**src/rtl/cbfp0_pkg.sv**
```systemverilog
// Shared widths, limits and the FIFO entry type for the CBFP0 shift buffer.
package cbfp0_pkg;

    localparam int CBFP0_IDX_W         = 5;
    localparam int CBFP0_BLK_PER_FRAME = 8;
    localparam int CBFP0_MAX_SHIFT     = 12;

    typedef struct packed {
        logic [CBFP0_IDX_W-1:0]                 shift;
        logic [$clog2(CBFP0_BLK_PER_FRAME)-1:0] blk;
    } shift_entry_t;

endpackage

```
**src/rtl/cbfp0_sat_shift.sv**
```systemverilog
// Combinational clamp of a block's minimum sign-bit count to the largest shift the normalizer supports.
module cbfp0_sat_shift
    import cbfp0_pkg::*;
#(
    parameter int IDX_W     = CBFP0_IDX_W,
    parameter int MAX_SHIFT = CBFP0_MAX_SHIFT
) (
    input  logic [IDX_W-1:0] min_idx_i,
    output logic [IDX_W-1:0] sat_o
);

    localparam logic [IDX_W-1:0] MAX_C = IDX_W'(MAX_SHIFT);

    assign sat_o = (min_idx_i > MAX_C) ? MAX_C : min_idx_i;

endmodule

```
**src/rtl/cbfp0_shift_buf.sv**
```systemverilog
// Queues saturated per-block shift amounts, tagged with their block index, for the CBFP0 normalizer.
module cbfp0_shift_buf
    import cbfp0_pkg::*;
#(
    parameter int IDX_W         = CBFP0_IDX_W,
    parameter int DEPTH         = 8,
    parameter int BLK_PER_FRAME = CBFP0_BLK_PER_FRAME,
    parameter int MAX_SHIFT     = CBFP0_MAX_SHIFT
) (
    input  logic                             clk,
    input  logic                             rstn,
    input  logic                             clr,
    input  logic                             min_fin_en,
    input  logic [IDX_W-1:0]                 min_idx,
    input  logic                             shift_rd_en,
    output logic [IDX_W-1:0]                 shift_out,
    output logic [$clog2(BLK_PER_FRAME)-1:0] blk_idx,
    output logic                             shift_valid,
    output logic                             buf_full,
    output logic                             frame_done,
    output logic                             ovf_flag,
    output logic                             udf_flag
);

    localparam int BLK_W = $clog2(BLK_PER_FRAME);
    localparam int PTR_W = $clog2(DEPTH);
    localparam int CNT_W = $clog2(DEPTH + 1);

    localparam logic [CNT_W-1:0] DEPTH_C    = CNT_W'(DEPTH);
    localparam logic [BLK_W-1:0] LAST_BLK_C = BLK_W'(BLK_PER_FRAME - 1);

    shift_entry_t     mem_q [DEPTH];
    logic [PTR_W-1:0] wr_ptr_q, wr_ptr_d;
    logic [PTR_W-1:0] rd_ptr_q, rd_ptr_d;
    logic [CNT_W-1:0] count_q, count_d;
    logic [BLK_W-1:0] wpos_q, wpos_d;
    logic             ovf_q, ovf_d;
    logic             udf_q, udf_d;
    logic             frame_done_q, frame_done_d;

    logic [IDX_W-1:0] sat;
    logic             empty;
    logic             full;
    logic             push_ok;
    logic             pop_ok;
    shift_entry_t     wr_entry;
    shift_entry_t     head_raw;
    shift_entry_t     head;

    cbfp0_sat_shift #(
        .IDX_W     (IDX_W),
        .MAX_SHIFT (MAX_SHIFT)
    ) u_sat (
        .min_idx_i (min_idx),
        .sat_o     (sat)
    );

    assign empty   = (count_q == '0);
    assign full    = (count_q == DEPTH_C);
    // A pop in the same cycle frees the slot, so a full FIFO can still take a push.
    assign push_ok = min_fin_en && (!full || shift_rd_en);
    assign pop_ok  = shift_rd_en && !empty;

    always_comb begin
        wr_entry       = '0;
        wr_entry.shift = sat;
        wr_entry.blk   = wpos_q;
    end

    assign head_raw = mem_q[rd_ptr_q];
    assign head     = empty ? '0 : head_raw;

    always_comb begin
        wr_ptr_d     = wr_ptr_q;
        rd_ptr_d     = rd_ptr_q;
        count_d      = count_q;
        wpos_d       = wpos_q;
        ovf_d        = ovf_q;
        udf_d        = udf_q;
        frame_done_d = 1'b0;
        if (clr) begin
            wr_ptr_d = '0;
            rd_ptr_d = '0;
            count_d  = '0;
            wpos_d   = '0;
            ovf_d    = 1'b0;
            udf_d    = 1'b0;
        end else begin
            if (push_ok) begin
                wr_ptr_d = wr_ptr_q + 1'b1;
                wpos_d   = wpos_q + 1'b1;
            end
            if (pop_ok) begin
                rd_ptr_d = rd_ptr_q + 1'b1;
            end
            count_d      = count_q + CNT_W'(push_ok) - CNT_W'(pop_ok);
            ovf_d        = ovf_q | (min_fin_en & ~push_ok);
            udf_d        = udf_q | (shift_rd_en & empty);
            frame_done_d = pop_ok && (head_raw.blk == LAST_BLK_C);
        end
    end

    always_ff @(posedge clk or negedge rstn) begin
        if (!rstn) begin
            wr_ptr_q     <= '0;
            rd_ptr_q     <= '0;
            count_q      <= '0;
            wpos_q       <= '0;
            ovf_q        <= 1'b0;
            udf_q        <= 1'b0;
            frame_done_q <= 1'b0;
        end else begin
            wr_ptr_q     <= wr_ptr_d;
            rd_ptr_q     <= rd_ptr_d;
            count_q      <= count_d;
            wpos_q       <= wpos_d;
            ovf_q        <= ovf_d;
            udf_q        <= udf_d;
            frame_done_q <= frame_done_d;
        end
    end

    // Storage carries no reset; empty-state outputs are masked by the head mux instead.
    always_ff @(posedge clk) begin
        if (push_ok && !clr) begin
            mem_q[wr_ptr_q] <= wr_entry;
        end
    end

    assign shift_out   = head.shift;
    assign blk_idx     = head.blk;
    assign shift_valid = !empty;
    assign buf_full    = full;
    assign frame_done  = frame_done_q;
    assign ovf_flag    = ovf_q;
    assign udf_flag    = udf_q;

endmodule

```
**config.mk**
```make
export PLATFORM = sky130hd
export DESIGN_NAME = cbfp0_shift_buf
export DESIGN_NICKNAME = d
export VERILOG_FILES = /design/src/rtl/cbfp0_pkg.sv /design/src/rtl/cbfp0_sat_shift.sv /design/src/rtl/cbfp0_shift_buf.sv
export SDC_FILE = /design/constraint.sdc
export NUM_CORES = 1
export LEC_CHECK = 0
export CORE_MARGIN = 2
export CORE_UTILIZATION = 55
export CTS_CLUSTER_DIAMETER = 30
export DETAILED_ROUTE_END_ITERATION = 8
export MAX_ROUTING_LAYER = met4
export PLACE_DENSITY = 0.75
export SETUP_SLACK_MARGIN = 0.05
export SYNTH_ARGS = -nofsm -noshare
export SYNTH_HDL_FRONTEND = slang
export SYNTH_SLANG_ARGS = --single-unit
```
**constraint.sdc**
```tcl
create_clock -name clk -period 4.22 [get_ports clk]
set_clock_uncertainty 0.05 [all_clocks]
set_input_delay 0.844 -clock clk [delete_from_list [all_inputs] [get_ports clk]]
set_output_delay 0.844 -clock clk [all_outputs]
set_load 0.01 [all_outputs]
```
-- Yosys cells after proc, flatten, opt, wreduce, memory -nomap -nowiden
Memory sizes are Yosys's and may differ from the RTL's.
Cells that the tools add are included.
- order comparisons: 1
- add/subtract/negate cells: 5
- equality and inequality tests: 2
- bitwise logic cells: 5
- mux-type cells: 14
- reduce and logical (&&, ||, !) cells: 11
- operators by type and width (kind ; count):
    $mux W3 ; 6
    $add A3 B1 Y3 const B ; 3
    $mux W8 ; 1
    $gt A5 B4 Y1 const B ; 1
    $mux W1 ; 5
    $mux W5 ; 1
    $add A4 B1 Y4 ; 1
    $eq A4 B4 Y1 const B ; 1
    $logic_and A1 B1 Y1 ; 4
    $logic_not A4 Y1 ; 1
    $mux W4 ; 1
    $reduce_bool A2 Y1 ; 2
    $sub A4 B1 Y4 ; 1
    $eq A3 B3 Y1 const B ; 1
    $logic_not A1 Y1 ; 3
    $and A1 B1 Y1 ; 2
    $or A1 B1 Y1 ; 2
    $logic_or A1 B1 Y1 ; 1
    $not A1 Y1 ; 1
- word-level logic and storage cells: 46
- input bits: 10
- memories: 1
- output and inout bits: 13
- bits in registers: 16
- RAM bits: 64
- memory list (name ; depth ; width ; rd ports ; clocked after memory_dff ; write ports ; RTL line ; source):
    mem_q ; 8 ; 8 ; 1 ; 0 ; 1 ; cbfp0_shift_buf.sv:32 ; shift_entry_t mem_q [DEPTH];

-- Depth between registers and ports, before layout
- depth in word-level cells: 8
- mapped depth: 13
- gate-level depth less buffers: 13

-- Modules after synthesis
A second synthesis with hierarchy kept.
- cells, all modules: 202
- area, all modules: 3447.1 um^2
- modules (own cells, without submodules) (module ; cells an instance ; instances ; sequential area each (um^2) ; area an instance (um^2)):
    cbfp0_shift_buf ; 195 ; 1 ; 2322.2 ; 3402.0
    cbfp0_sat_shift ; 7 ; 1 ; 0.0 ; 45.0

-- Worst setup path after synthesis
No wires, ideal clock.
- path type: input port to flip-flop
- from: in shift_rd_en
- to: reg count_q[1]
- data required time: 4.038 ns
- stages: 8
- arrival: 2.506 ns
- setup time: 0.132 ns
- path buffers: 1
- setup slack: 1.532 ns
- path through: or4b_1 -> buf_6 -> nand2_8 -> ha_1 -> inv_1 -> ha_1 -> fa_1 -> nor2b_1
- cells in the longest elaborated chain, start to end: 5
- elaborated cells between the ends (all ways): 6
- classes of those cells: 2 x add/sub; 1 x mux; 3 x reduce/logical
- ends and longest elaborated chain (item ; RTL line ; source):
    from (decl) ; cbfp0_shift_buf.sv:15 ; input logic shift_rd_en,
    $logic_or A1 B1 Y1 ; cbfp0_shift_buf.sv:61 ; assign push_ok = min_fin_en && (!full || shift_rd_en);
    $logic_and A1 B1 Y1 ; cbfp0_shift_buf.sv:61 ;
    $add A4 B1 Y4 ; cbfp0_shift_buf.sv:96 ; count_d = count_q + CNT_W'(push_ok) - CNT_W'(pop_ok);
    $sub A4 B1 Y4 * ; cbfp0_shift_buf.sv:96 ;
    $mux W4 * ; cbfp0_shift_buf.sv:81 ; if (clr) begin
    net count_d[1] ; cbfp0_shift_buf.sv:35 ; logic [CNT_W-1:0] count_q, count_d;
    to (signal assigned) ; cbfp0_shift_buf.sv:115 ; count_q <= count_d;
    to (decl) ; cbfp0_shift_buf.sv:35 ;
The timed path passes the listed nets; every way through them passes the cells marked *.
A chain may end at the register's enable or synchronous reset.

-- Worst setup path in the final report
- from: reg rd_ptr_q[0]
- to: out blk_idx[2]
- cells in the longest elaborated chain, start to end: 2
- ends and longest elaborated chain (item ; RTL line ; source):
    from (decl) ; cbfp0_shift_buf.sv:34 ; logic [PTR_W-1:0] rd_ptr_q, rd_ptr_d;
    from (signal assigned) ; cbfp0_shift_buf.sv:114 ; rd_ptr_q <= rd_ptr_d;
    $mem_v2 Z8 W8 ; -- ;
    $mux W8 ; cbfp0_shift_buf.sv:71 ; assign head = empty ? '0 : head_raw;
    to (decl) ; cbfp0_shift_buf.sv:17 ; output logic [$clog2(BLK_PER_FRAME)-1:0] blk_idx,
No other way between the ends.

==> reports/qor.txt <==
Std cell rows: 28
Minimum clock period: 3.608 ns
PortBufs: 22
Unrepaired setup endpoints after global routing: false
First-pass GRT wire length: 9.535 mm
Total GRT Usage: 19.17%
Share of layout cells above drive strength 1: 19.76%
Die X-Extent: 83.33 um
Setup ws final: 0.6116 ns
Commonest cells after routing, fill and taps aside: edfxtp_1, nor2_1, clkdlybuf4s50_1, dfrtp_1, buf_4
Synthesis Warnings: 0
Peak supply drop: 0.3375 mV
Antenna Violating Nets Remaining: 0
Drt drc: 0
Number of CTS-inserted buffers: 9
Largest cells by area after synthesis: edfxtp_1, dfrtp_1, mux4_2
CP max stage cell: dfrtp_1
Clock transition at path regs: 0.08 ns
Initial Utilization: 57.77%
Mean post-synth cell area: 17.22 um^2
Dpl ws: 0.7856 ns
Routed WL per cell: 18.07 um
Mapped Cells: 201
Critical path type: flop to primary output
Core area: 5991 um^2
# diodes: 0
Prevailing post-synth register cell: edfxtp_1
Setup TNS: 0 ns
Worst r2r src: count_q[2]
Distinct cells, synth: 39
Post-synthesis to final-layout area growth: 16.09%
Arr. time, crit path: 2.71 ns
Num ports: 23
Crit path max fanout: 11
Startpoint types: flop
Setup Viol. Count Final: 0
PwrDens: 547.3 nW/um^2
HPWL Detailed: 3.883 mm
WP buf/inv: 2
Post-synth EDFFs: 64
Clk Latency, worst-skew pair: 0.34 ns
Vias in the first global route: 1816
Max-Cap Viols: 0
Slowest cell delay on critical path: 0.73 ns
LEAKAGE: 1.452 nW
Vias: 1767
Die area: 6943 um^2
Setup Buffers After CTS: 0
Pre-antenna DRT Iters: 4
Endpoints failing hold: 0
H-tree levels: 3
CTS tree: yes
Post-synth top area cell: edfxtp_1
Final critical-path share of the clock period: 85.51%
Hold wc startpoint: udf_flag
Crit path launch: rd_ptr_q[0]
Max-slew violations: 0
CP Cell Sequence: buf_4 -> mux4_1 -> mux2i_1 -> nor2_1 -> clkdlybuf4s50_1
Clock Sinks: 80
Critical Path RT: 3.33 ns
Initial antenna violation count: 0
Outcome: completed
Root Driver: clkbuf_8
Grt ovf: 0
Top-area cell type share of the netlist area: 55.53%
F_max: 277.1 MHz
Post-synth ARST share: 20.00%
CTS resizes: 0
Post-layout util: 67.06%
Starting DRT DRC Count: 135
Post-synthesis sequential area ratio: 67.10%
GPL Wtd Cong: 0.7502
Clock buffer depth: 2
Most common cell after layout, fill and taps aside: edfxtp_1
Pin count of the biggest net entering global routing: 19
Total Wirelength: 5.835 mm
Height of the die: 83.33 um
Tightest Hold Check Type: flop to flop
Delay-heaviest family, CP: multiplexers
Synth Cell Area: 3461 um^2
Net count, final: 263
Hold-fix buffers, CTS: 0
Post-synthesis register bit count: 80
Routed vias/inst: 5.471
Worst-Margin Slew: 0.8942 ns
Crit. End Element: primary output
Relative slew slack: 40.13%
-- cells by family after synthesis --
| logic type | Yosys count | share of synthesized area (%) |
|---|---|---|
| AO/OA/AOI/OAI | 8 | 1.446 |
| AND/OR/NAND/NOR | 53 | 8.605 |
| flip-flops | 80 | 67.10 |
| other | 1 | 0.1084 |
| multiplexers | 24 | 13.38 |
| XOR/XNOR | 8 | 2.025 |
| adder cells (fa/ha/maj) | 10 | 3.832 |
| buffers and inverters | 17 | 3.507 |
-- per-layer routing --
| metal | up-vias | share of wire [%] | GRT usage (%) |
|---|---|---|---|
| met1 | 890 | 47 | 26.83 |
| met2 | 37 | 49 | 27.49 |
| met3 | 7 | 2.8 | 4.076 |
| met4 | 0 | 1.2 | 8.346 |
| li1 | 833 | - | - |
| met5 | - | 0 | - |
-- power by group --
group          internal, mW  switching [mW]  leakage [nW]  total, mW
clock                 0.338           0.283         0.106      0.621
combinational         0.334           0.267         0.545      0.600
sequential            0.905          0.0715         0.800      0.977
total                  1.58           0.622          1.45       2.20
-- cell type report --
| type | count | area, um^2 |
|---|---|---|
| sequential | 80 | 2322 |
| fill | 395 | 1973 |
| multi-input combinational | 111 | 1044 |
| timing repair buffer | 33 | 302.8 |
| clock buffer | 9 | 123.9 |
| clock inverter | 7 | 101.3 |
| tap | 75 | 93.84 |
| inverter | 8 | 30.03 |
-- cells in the mapped netlist (all sizes together), types with 2 or more instances --
library cell and number:
a21oi 7, and2 2, buf 5, clkbuf 3
dfrtp 16, edfxtp 64, ha 9, inv 8
mux2i 8, mux4 16, nand2 6, nand2b 2
nand3 6, nor2 24, nor2b 2, nor3 3
nor3b 2, or2 2, or3 2, xnor2 2
xor2 6
-- sequential cells by signal, summed over array words and instances, names as in the netlist --
name        count
ovf_flag        1
mem_q          64
frame_done      1
wpos_q          3
rd_ptr_q        3
wr_ptr_q        3
count_q         4
udf_flag        1
-- stage by stage --
step                      cells  hold slack [ns]  area [um^2]  power, mW
after floorplan             208           0.4763         3487      1.384
after global placement      307           0.4279         3792      1.596
after detailed placement    307           0.4425         3792      1.602
after CTS                   323           0.4638         4018      2.221
after global routing        323           0.5116         4018      2.327
final                       323           0.4573         4018      2.199
-- tightest hold or removal path: stages, from the launching register on --
cell and delay (ns):
dfrtp_1 0.36, a21oi_1 0.04, nor2_1 0.07
-- final timing paths --
path	endpoint	slack (ns)	cells past startpoint
hold / removal	udf_flag	0.46	2
hold reg to reg	udf_flag	0.46	2
max in group asynchronous	wr_ptr_q[2]	2.72	1
min in group asynchronous	wpos_q[2]	0.91	1
setup reg to reg	count_q[2]	1.26	12
setup / recovery	blk_idx[2]	0.61	5
No activity file was read; power rests on OpenSTA's default activity.
